**config.mk**
```make
export PLATFORM = sky130hd
export DESIGN_NAME = store_write_engine
export DESIGN_NICKNAME = d
export VERILOG_FILES = /design/src/rtl/store_pkg.sv /design/src/rtl/store_ack_timer.sv /design/src/rtl/store_write_engine.sv
export SDC_FILE = /design/constraint.sdc
export NUM_CORES = 1
export LEC_CHECK = 0
export ABC_AREA = 0
export CAP_MARGIN = 20
export CELL_PAD_IN_SITES_DETAIL_PLACEMENT = 0
export CELL_PAD_IN_SITES_GLOBAL_PLACEMENT = 1
export CORE_MARGIN = 1
export CORE_UTILIZATION = 32
export DETAILED_ROUTE_END_ITERATION = 16
export GPL_TIMING_DRIVEN = 0
export PLACE_DENSITY_LB_ADDON = 0.25
export SLEW_MARGIN = 20
export SYNTH_ARGS = -nofsm -noshare
export SYNTH_HDL_FRONTEND = slang
export SYNTH_SLANG_ARGS = --single-unit
```
**constraint.sdc**
```tcl
create_clock -name clk -period 4.25 [get_ports clk]
set_input_delay 1.275 -clock clk [delete_from_list [all_inputs] [get_ports clk]]
set_output_delay 1.275 -clock clk [all_outputs]
set_load 0.01 [all_outputs]
```
**src/rtl/store_pkg.sv**
```systemverilog
// Shared types and default widths for the store write engine.
package store_pkg;

    localparam int unsigned DefAddrW = 16;
    localparam int unsigned DefDataW = 32;

    typedef enum logic [2:0] {
        StIdle,
        StReq,
        StWrite,
        StWaitAck,
        StDone,
        StRelease
    } store_state_e;

endpackage

```
**src/rtl/store_ack_timer.sv**
```systemverilog
// Counts cycles spent waiting for a write ack; flags expiry at ACK_TIMEOUT-1.
module store_ack_timer #(
    parameter int unsigned ACK_TIMEOUT = 8
) (
    input  logic clk,
    input  logic reset,
    input  logic clear,
    input  logic enable,
    output logic expired
);

    localparam int unsigned CntW = $clog2(ACK_TIMEOUT + 1);

    logic [CntW-1:0] cnt_q;

    assign expired = (cnt_q == CntW'(ACK_TIMEOUT - 1));

    // Saturates at expiry so the count can never wrap.
    always_ff @(posedge clk) begin
        if (reset || clear) begin
            cnt_q <= '0;
        end else if (enable && !expired) begin
            cnt_q <= cnt_q + CntW'(1);
        end
    end

endmodule

```
**src/rtl/store_write_engine.sv**
```systemverilog
// Performs one bus write per store request: arbitrate, write, wait for ack with
// bounded timeout/retry, then pulse storeEnd back to the store control FSM.
module store_write_engine
    import store_pkg::*;
#(
    parameter int unsigned ADDR_W      = DefAddrW,
    parameter int unsigned DATA_W      = DefDataW,
    parameter int unsigned ACK_TIMEOUT = 8,
    parameter int unsigned MAX_RETRY   = 2
) (
    input  logic              clk,
    input  logic              reset,
    input  logic              memWrite,
    input  logic              swEnable,
    input  logic [ADDR_W-1:0] store_addr,
    input  logic [DATA_W-1:0] store_data,
    input  logic              mem_gnt,
    input  logic              mem_ack,
    output logic              mem_req,
    output logic              mem_we,
    output logic [ADDR_W-1:0] mem_addr,
    output logic [DATA_W-1:0] mem_wdata,
    output logic              storeEnd,
    output logic              store_err,
    output logic              busy
);

    localparam int unsigned RetryW = (MAX_RETRY > 0) ? $clog2(MAX_RETRY + 1) : 1;

    store_state_e      state_q, state_d;
    logic [RetryW-1:0] retry_q, retry_d;
    logic              err_q, err_d;
    logic              capture;
    logic              expired;

    store_ack_timer #(
        .ACK_TIMEOUT(ACK_TIMEOUT)
    ) u_ack_timer (
        .clk    (clk),
        .reset  (reset),
        .clear  (state_q != StWaitAck),
        .enable (state_q == StWaitAck),
        .expired(expired)
    );

    always_comb begin
        state_d = state_q;
        retry_d = retry_q;
        err_d   = err_q;
        capture = 1'b0;
        unique case (state_q)
            StIdle: begin
                if (memWrite && swEnable) begin
                    state_d = StReq;
                    retry_d = '0;
                    err_d   = 1'b0;
                    capture = 1'b1;
                end
            end
            StReq: begin
                if (mem_gnt) state_d = StWrite;
            end
            StWrite: begin
                state_d = mem_ack ? StDone : StWaitAck;
            end
            StWaitAck: begin
                // Ack wins over a timeout landing in the same cycle.
                if (mem_ack) begin
                    state_d = StDone;
                end else if (expired) begin
                    if (retry_q < RetryW'(MAX_RETRY)) begin
                        retry_d = retry_q + RetryW'(1);
                        state_d = StWrite;
                    end else begin
                        err_d   = 1'b1;
                        state_d = StDone;
                    end
                end
            end
            StDone: begin
                state_d = StRelease;
            end
            StRelease: begin
                if (!memWrite) state_d = StIdle;
            end
            default: state_d = StIdle;
        endcase
    end

    // Outputs are decoded from the next state so they line up with the state register.
    always_ff @(posedge clk) begin
        if (reset) begin
            state_q   <= StIdle;
            retry_q   <= '0;
            err_q     <= 1'b0;
            mem_addr  <= '0;
            mem_wdata <= '0;
            mem_req   <= 1'b0;
            mem_we    <= 1'b0;
            storeEnd  <= 1'b0;
            store_err <= 1'b0;
            busy      <= 1'b0;
        end else begin
            state_q   <= state_d;
            retry_q   <= retry_d;
            err_q     <= err_d;
            if (capture) begin
                mem_addr  <= store_addr;
                mem_wdata <= store_data;
            end
            mem_req   <= (state_d == StReq) || (state_d == StWrite) || (state_d == StWaitAck);
            mem_we    <= (state_d == StWrite);
            storeEnd  <= (state_d == StDone);
            store_err <= (state_d == StDone) && err_d;
            busy      <= (state_d != StIdle);
        end
    end

endmodule

```
== Word-level counts from Yosys, hierarchy flattened ==
Cells that the tools add are included.

* Bits in registers: 63
* Input bits: 54
* Output and inout bits: 53
* Word-level logic and storage cells: 60

* Add/sub/neg operators: 2
* $lt $le $gt $ge: 1
* Mux-type cells: 20
* Equality and inequality tests: 15
* Reductions and logical operators: 11

{| class="wikitable"
|+ Operator list
! kind !! count
|-
| 3-bit two-way mux || 7
|-
| 3-bit one-hot mux with 6 select lines || 1
|-
| 3-bit by 2-bit equality test with 1-bit output (second input constant) || 4
|-
| 3-bit equality test (second input constant) || 3
|-
| 2-bit two-way mux || 4
|-
| 2-bit inequality test (second input constant) || 4
|-
| 3-bit by 1-bit equality test with 1-bit output (second input constant) || 2
|-
| 1-bit two-way mux || 6
|-
| 5-bit AND reduction || 1
|-
| 4-bit by 1-bit adder with 4-bit output (second input constant) || 1
|-
| 4-bit by 3-bit equality test with 1-bit output (second input constant) || 1
|-
| 2-bit one-hot mux with 2 select lines || 1
|-
| 1-bit logical AND || 3
|-
| 3-bit logical NOT || 1
|-
| 1-bit logical OR || 3
|-
| 3-bit by 2-bit inequality test with 1-bit output (second input constant) || 1
|-
| 3-bit nonzero test || 1
|-
| 2-bit by 1-bit adder with 2-bit output (second input constant) || 1
|-
| 2-bit < comparator (second input constant) || 1
|-
| 1-bit one-hot mux with 2 select lines || 1
|-
| 2-bit nonzero test || 1
|-
| 1-bit logical NOT || 1
|}

== Logic depth before layout (Yosys ltp) ==
* Word-level depth: 8
* Mapped depth: 8
* Gate-level depth less buffers: 5

== Hierarchy ==
Synthesis repeated with hierarchy kept, for this count alone.

* Cells, all modules: 290
* Area total of the unflattened synthesis: 2364.8 um^2

{| class="wikitable"
|+ Modules (own cells, without submodules)
! module !! seq. area each (um^2) !! instances !! area an instance (um^2) !! cells an instance
|-
| store_write_engine || 1181.1 || 1 || 2157.1 || 267
|-
| store_ack_timer || 80.1 || 1 || 207.7 || 23
|}

== Worst setup path before layout ==
OpenSTA, ideal clock, no wires.

* Path type: input to register
* Start: in swEnable
* End: reg mem_wdata[18]
* Required time: 4.112 ns
* Path buffers: 3
* Data arrival time: 2.057 ns
* Path slack: 2.056 ns
* Stages on the path: 7
* Path through: nor2b_1 > and3_1 > buf_4 > buf_6 > buf_6 > nand2_2 > a21oi_2

* Longest elaborated chain between the ends: 3

{| class="wikitable"
|+ Ends and longest elaborated chain
! what !! line !! RTL
|-
| start, declared || store_write_engine.sv:14 || <nowiki>input logic swEnable,</nowiki>
|-
| 1-bit logical AND || store_write_engine.sv:53 || <nowiki>if (memWrite && swEnable) begin</nowiki>
|-
| 1-bit two-way mux || store_write_engine.sv:53 ||
|-
| 1-bit two-way mux || store_write_engine.sv:51 || <nowiki>unique case (state_q)</nowiki>
|-
| end signal, assigned || store_write_engine.sv:109 || <nowiki>mem_wdata <= store_data;</nowiki>
|-
| end, declared || store_write_engine.sv:22 || <nowiki>output logic [DATA_W-1:0] mem_wdata,</nowiki>
|}

No other way between the ends.
A chain may end at the register's enable or synchronous reset.

== Worst setup path in the final report ==
* Start: in reset
* End: reg state_q[2]

{| class="wikitable"
|+ RTL lines
! what !! line !! RTL
|-
| start, declared || store_write_engine.sv:12 || <nowiki>input logic reset,</nowiki>
|-
| end signal, assigned || store_write_engine.sv:93 || <nowiki>state_q <= StIdle;</nowiki>
|-
| end signal, assigned || store_write_engine.sv:104 || <nowiki>state_q <= state_d;</nowiki>
|-
| end, declared || store_write_engine.sv:30 || <nowiki>store_state_e state_q, state_d;</nowiki>
|}

No word-level cell between the ends.

==> flow_metrics.env <==
export IMPL_syn_to_final_growth_pct=55.43
export IMPL_postCtsSetupBuffers=0
export IMPL_internal_power_mw=0.9661
export IMPL_cts_hold_buffers=0
export IMPL_cap_violations=0
export IMPL_rows=31
export IMPL_wl_per_cell_um=12.36
export IMPL_yosysSeqAreaShare_pct=52.12
export IMPL_post_place_ws_ns=1.173
export IMPL_cts_buffers=9
export IMPL_layout_setup_ws_ns=1.586
export IMPL_fillCellCount=738
export IMPL_antenna_found_initial=0
export IMPL_synth_nets=343
export IMPL_htree_levels=3
export IMPL_finalNetCount=459
export IMPL_crit_buf_inv=3
export IMPL_ir_drop_uv=156.3
export IMPL_ys_async_sr_fraction_pct=0
export IMPL_cpLargestDelayFamily="buffers and inverters"
export IMPL_drive_gt1_share_pct=11.25
export IMPL_ys_ff_latch=63
export IMPL_leakage_nw=1.311
export IMPL_hp_class="flop to flop"
export IMPL_crit_required_ns=4.44
export IMPL_period_share_pct=62.68
export IMPL_clock_sinks=63
export IMPL_port_buffers=105
export IMPL_fin_area_sq_um=3761
export IMPL_num_vias=2285
export IMPL_wl_um=6281
export IMPL_first_pass_iters=4
export IMPL_cts_root_buf="clkbuf_8"
export IMPL_core_area_sq_um=7292
export IMPL_drt_iter0_drc=49
export IMPL_status="finished, final reports clean"
export IMPL_cts_resized=0
export IMPL_cp_cell_sequence="clkdlybuf4s50_1 -> clkbuf_1 -> buf_1 -> nor2_1"
export IMPL_cp_start_kind="primary input"
export IMPL_grt_pass1_vias=2063
export IMPL_drc=0
export IMPL_p_sw_mw=0.3483
export IMPL_layout_common_cells="105 x clkdlybuf4s50_1, 89 x nand2_1, 63 x dfxtp_1"
export IMPL_switching_share_pct=26.50
export IMPL_yosys_warnings=0
export IMPL_r2r_setup_slack_ns=2.68
export IMPL_grt_max_degree=12
export IMPL_grt_use_total_pct=16.10
export IMPL_die_area_sq_um=7914
export IMPL_pwr_share_clk_pct=33.1
export IMPL_power_frac_seq_pct=48.8
export IMPL_critical_path_slowest_cell="clkdlybuf4s50_1"
export IMPL_finish_utilization_pct=51.58
export IMPL_hpwl_um=4614
export IMPL_die_height_um=88.96
export IMPL_antenna_left=0
export IMPL_fin_crit_ns=2.664
export IMPL_path_clk_slew_ns=0.07
export IMPL_max_freq_ghz=0.3754
export IMPL_placed_area_sq_um=3595
export IMPL_worst_pin_slew_ns=0.5633
export IMPL_worst_hold_slack_ns=0.4533
export IMPL_combPwrFrac_pct=18.1
export IMPL_clkLatencyLatePin_ns=0.33
export IMPL_skew_ns=0.009337
export IMPL_fin_setup_tns_ns=0
export IMPL_cp_max_fo=10
export IMPL_grt_ovfl_total=0
export IMPL_arrival_ns=2.86
export IMPL_p_per_area_nw_per_um2=349.5
export IMPL_synth_avg_cell_area_sq_um=8.402
export IMPL_grt_pass1_wl_um=9729
export IMPL_finalSetupViolations=0
export IMPL_synth_area_sq_um=2420
export IMPL_diodes=0
export IMPL_clock_path_buffers=2
export IMPL_maxSlewHeadroom_pct=62.45
export IMPL_cp_end_kind="flop"
export IMPL_cts_tree="built"
export IMPL_gp_routability_congestion=0.7576
export IMPL_ys_flop_type="dfxtp_1"
export IMPL_drt_vias_per_instance=4.498
export IMPL_rsz0062_at_grt="false"
export IMPL_io_pins=107
export IMPL_synth_edf_count=0
export IMPL_final_common_cell="clkdlybuf4s50_1"
export IMPL_critPathMaxStageDelay_ns=0.55
export IMPL_drv_slew=0
export IMPL_crit_type="primary input to flop"
export IMPL_hold_viol_final=0
export IMPL_ys_types=40
export IMPL_synthCells=288
export IMPL_start_util_pct=33.18
export IMPL_die_w_um=88.96
[path summary, 6_finish.rpt]
check,end,start,depth (start not counted)
hold / removal,mem_addr[6]$_SDFFE_PP0P_,mem_addr[6]$_SDFFE_PP0P_,2
hold reg to reg,mem_addr[6]$_SDFFE_PP0P_,mem_addr[6]$_SDFFE_PP0P_,2
setup / recovery,state_q[2]$_SDFF_PP0_,reset,4
setup reg to reg,mem_we$_SDFF_PP0_,u_ack_timer.cnt_q[0]$_SDFFE_PP0P_,5
[cells in the mapped netlist, types with 2 or more instances]
cell,n,area (sq um)
a21oi_1,42,210.2
a21oi_2,10,87.58
buf_2,4,20.02
buf_6,4,45.04
clkbuf_1,10,37.54
dfxtp_1,63,1261
inv_1,2,7.510
nand2_1,89,334.1
nand2_2,10,62.56
nand3_1,2,10.01
nand3b_1,2,15.01
nor2_1,12,45.04
nor2b_1,3,18.77
nor3_1,3,15.01
nor4b_1,3,26.28
o21ai_0,5,25.02
[metrics by stage]
step	total power, mW	instances
after global routing	1.388	508
after CTS	1.339	508
final	1.314	508
after detailed placement	0.8943	492
after floorplan	0.7579	288
after global placement	0.8921	492
[worst register-to-register path, delay by kind of cell (launching register included)]
kind                     cells  cell delay (ns)
AND/OR/NAND/NOR              3             0.47
AO/OA/AOI/OAI                1             0.39
flip-flops                   1             0.36
adder cells (fa/ha/maj)      1             0.25
[cell families (layout without fill, tap and decap cells)]
family / count (synthesis) / after routing / synth area share (%)
AND/OR/NAND/NOR: 135 / 135 / 25.44
AO/OA/AOI/OAI: 65 / 65 / 16.18
flip-flops: 63 / 63 / 52.12
buffers and inverters: 22 / 143 / 5.016
XOR/XNOR: 2 / 2 / 0.7240
adder cells (fa/ha/maj): 1 / 1 / 0.5170
[routing by layer]
layer / vias up / track usage [%] / wire length (um) / part of all wire (%)
met5: - / 0 / 0 / 0
met4: 0 / 7.504 / 72 / 1.1
met3: 8 / 5.448 / 521 / 8.3
met2: 74 / 24.76 / 2814 / 45
met1: 1016 / 20.45 / 2873 / 46
li1: 1187 / - / - / -
[area by class of cell]
cell class	count	area, sq um	area share (%)
buffer	20	113.9	3.027
clock buffer	11	131.4	3.493
clock inverter	5	35.03	0.9315
inverter	2	7.507	0.1996
multi-input combinational	203	1037	27.58
sequential	63	1261	33.53
tap	99	123.9	3.293
timing repair buffer	105	1051	27.94
[power groups by stage]
stage	Clock, mW	Sequential (mW)	Combinational (mW)
3_5_place_dp	0	0.654	0.240
4_1_cts	0.456	0.641	0.241
6_report	0.436	0.641	0.238
5_1_grt	0.483	0.645	0.261
3_3_place_gp	0	0.653	0.239
2_1_floorplan	0	0.668	0.0902
[sequential cells by signal, summed over array words and instances (netlist names)]
signal	count
mem_we	1
retry_q	2
store_err	1
mem_wdata	32
mem_addr	16
storeEnd	1
busy	1
u_ack_timer.cnt_q	4
state_q	3
err_q	1
mem_req	1
Power figures use the tool's default switching activity.
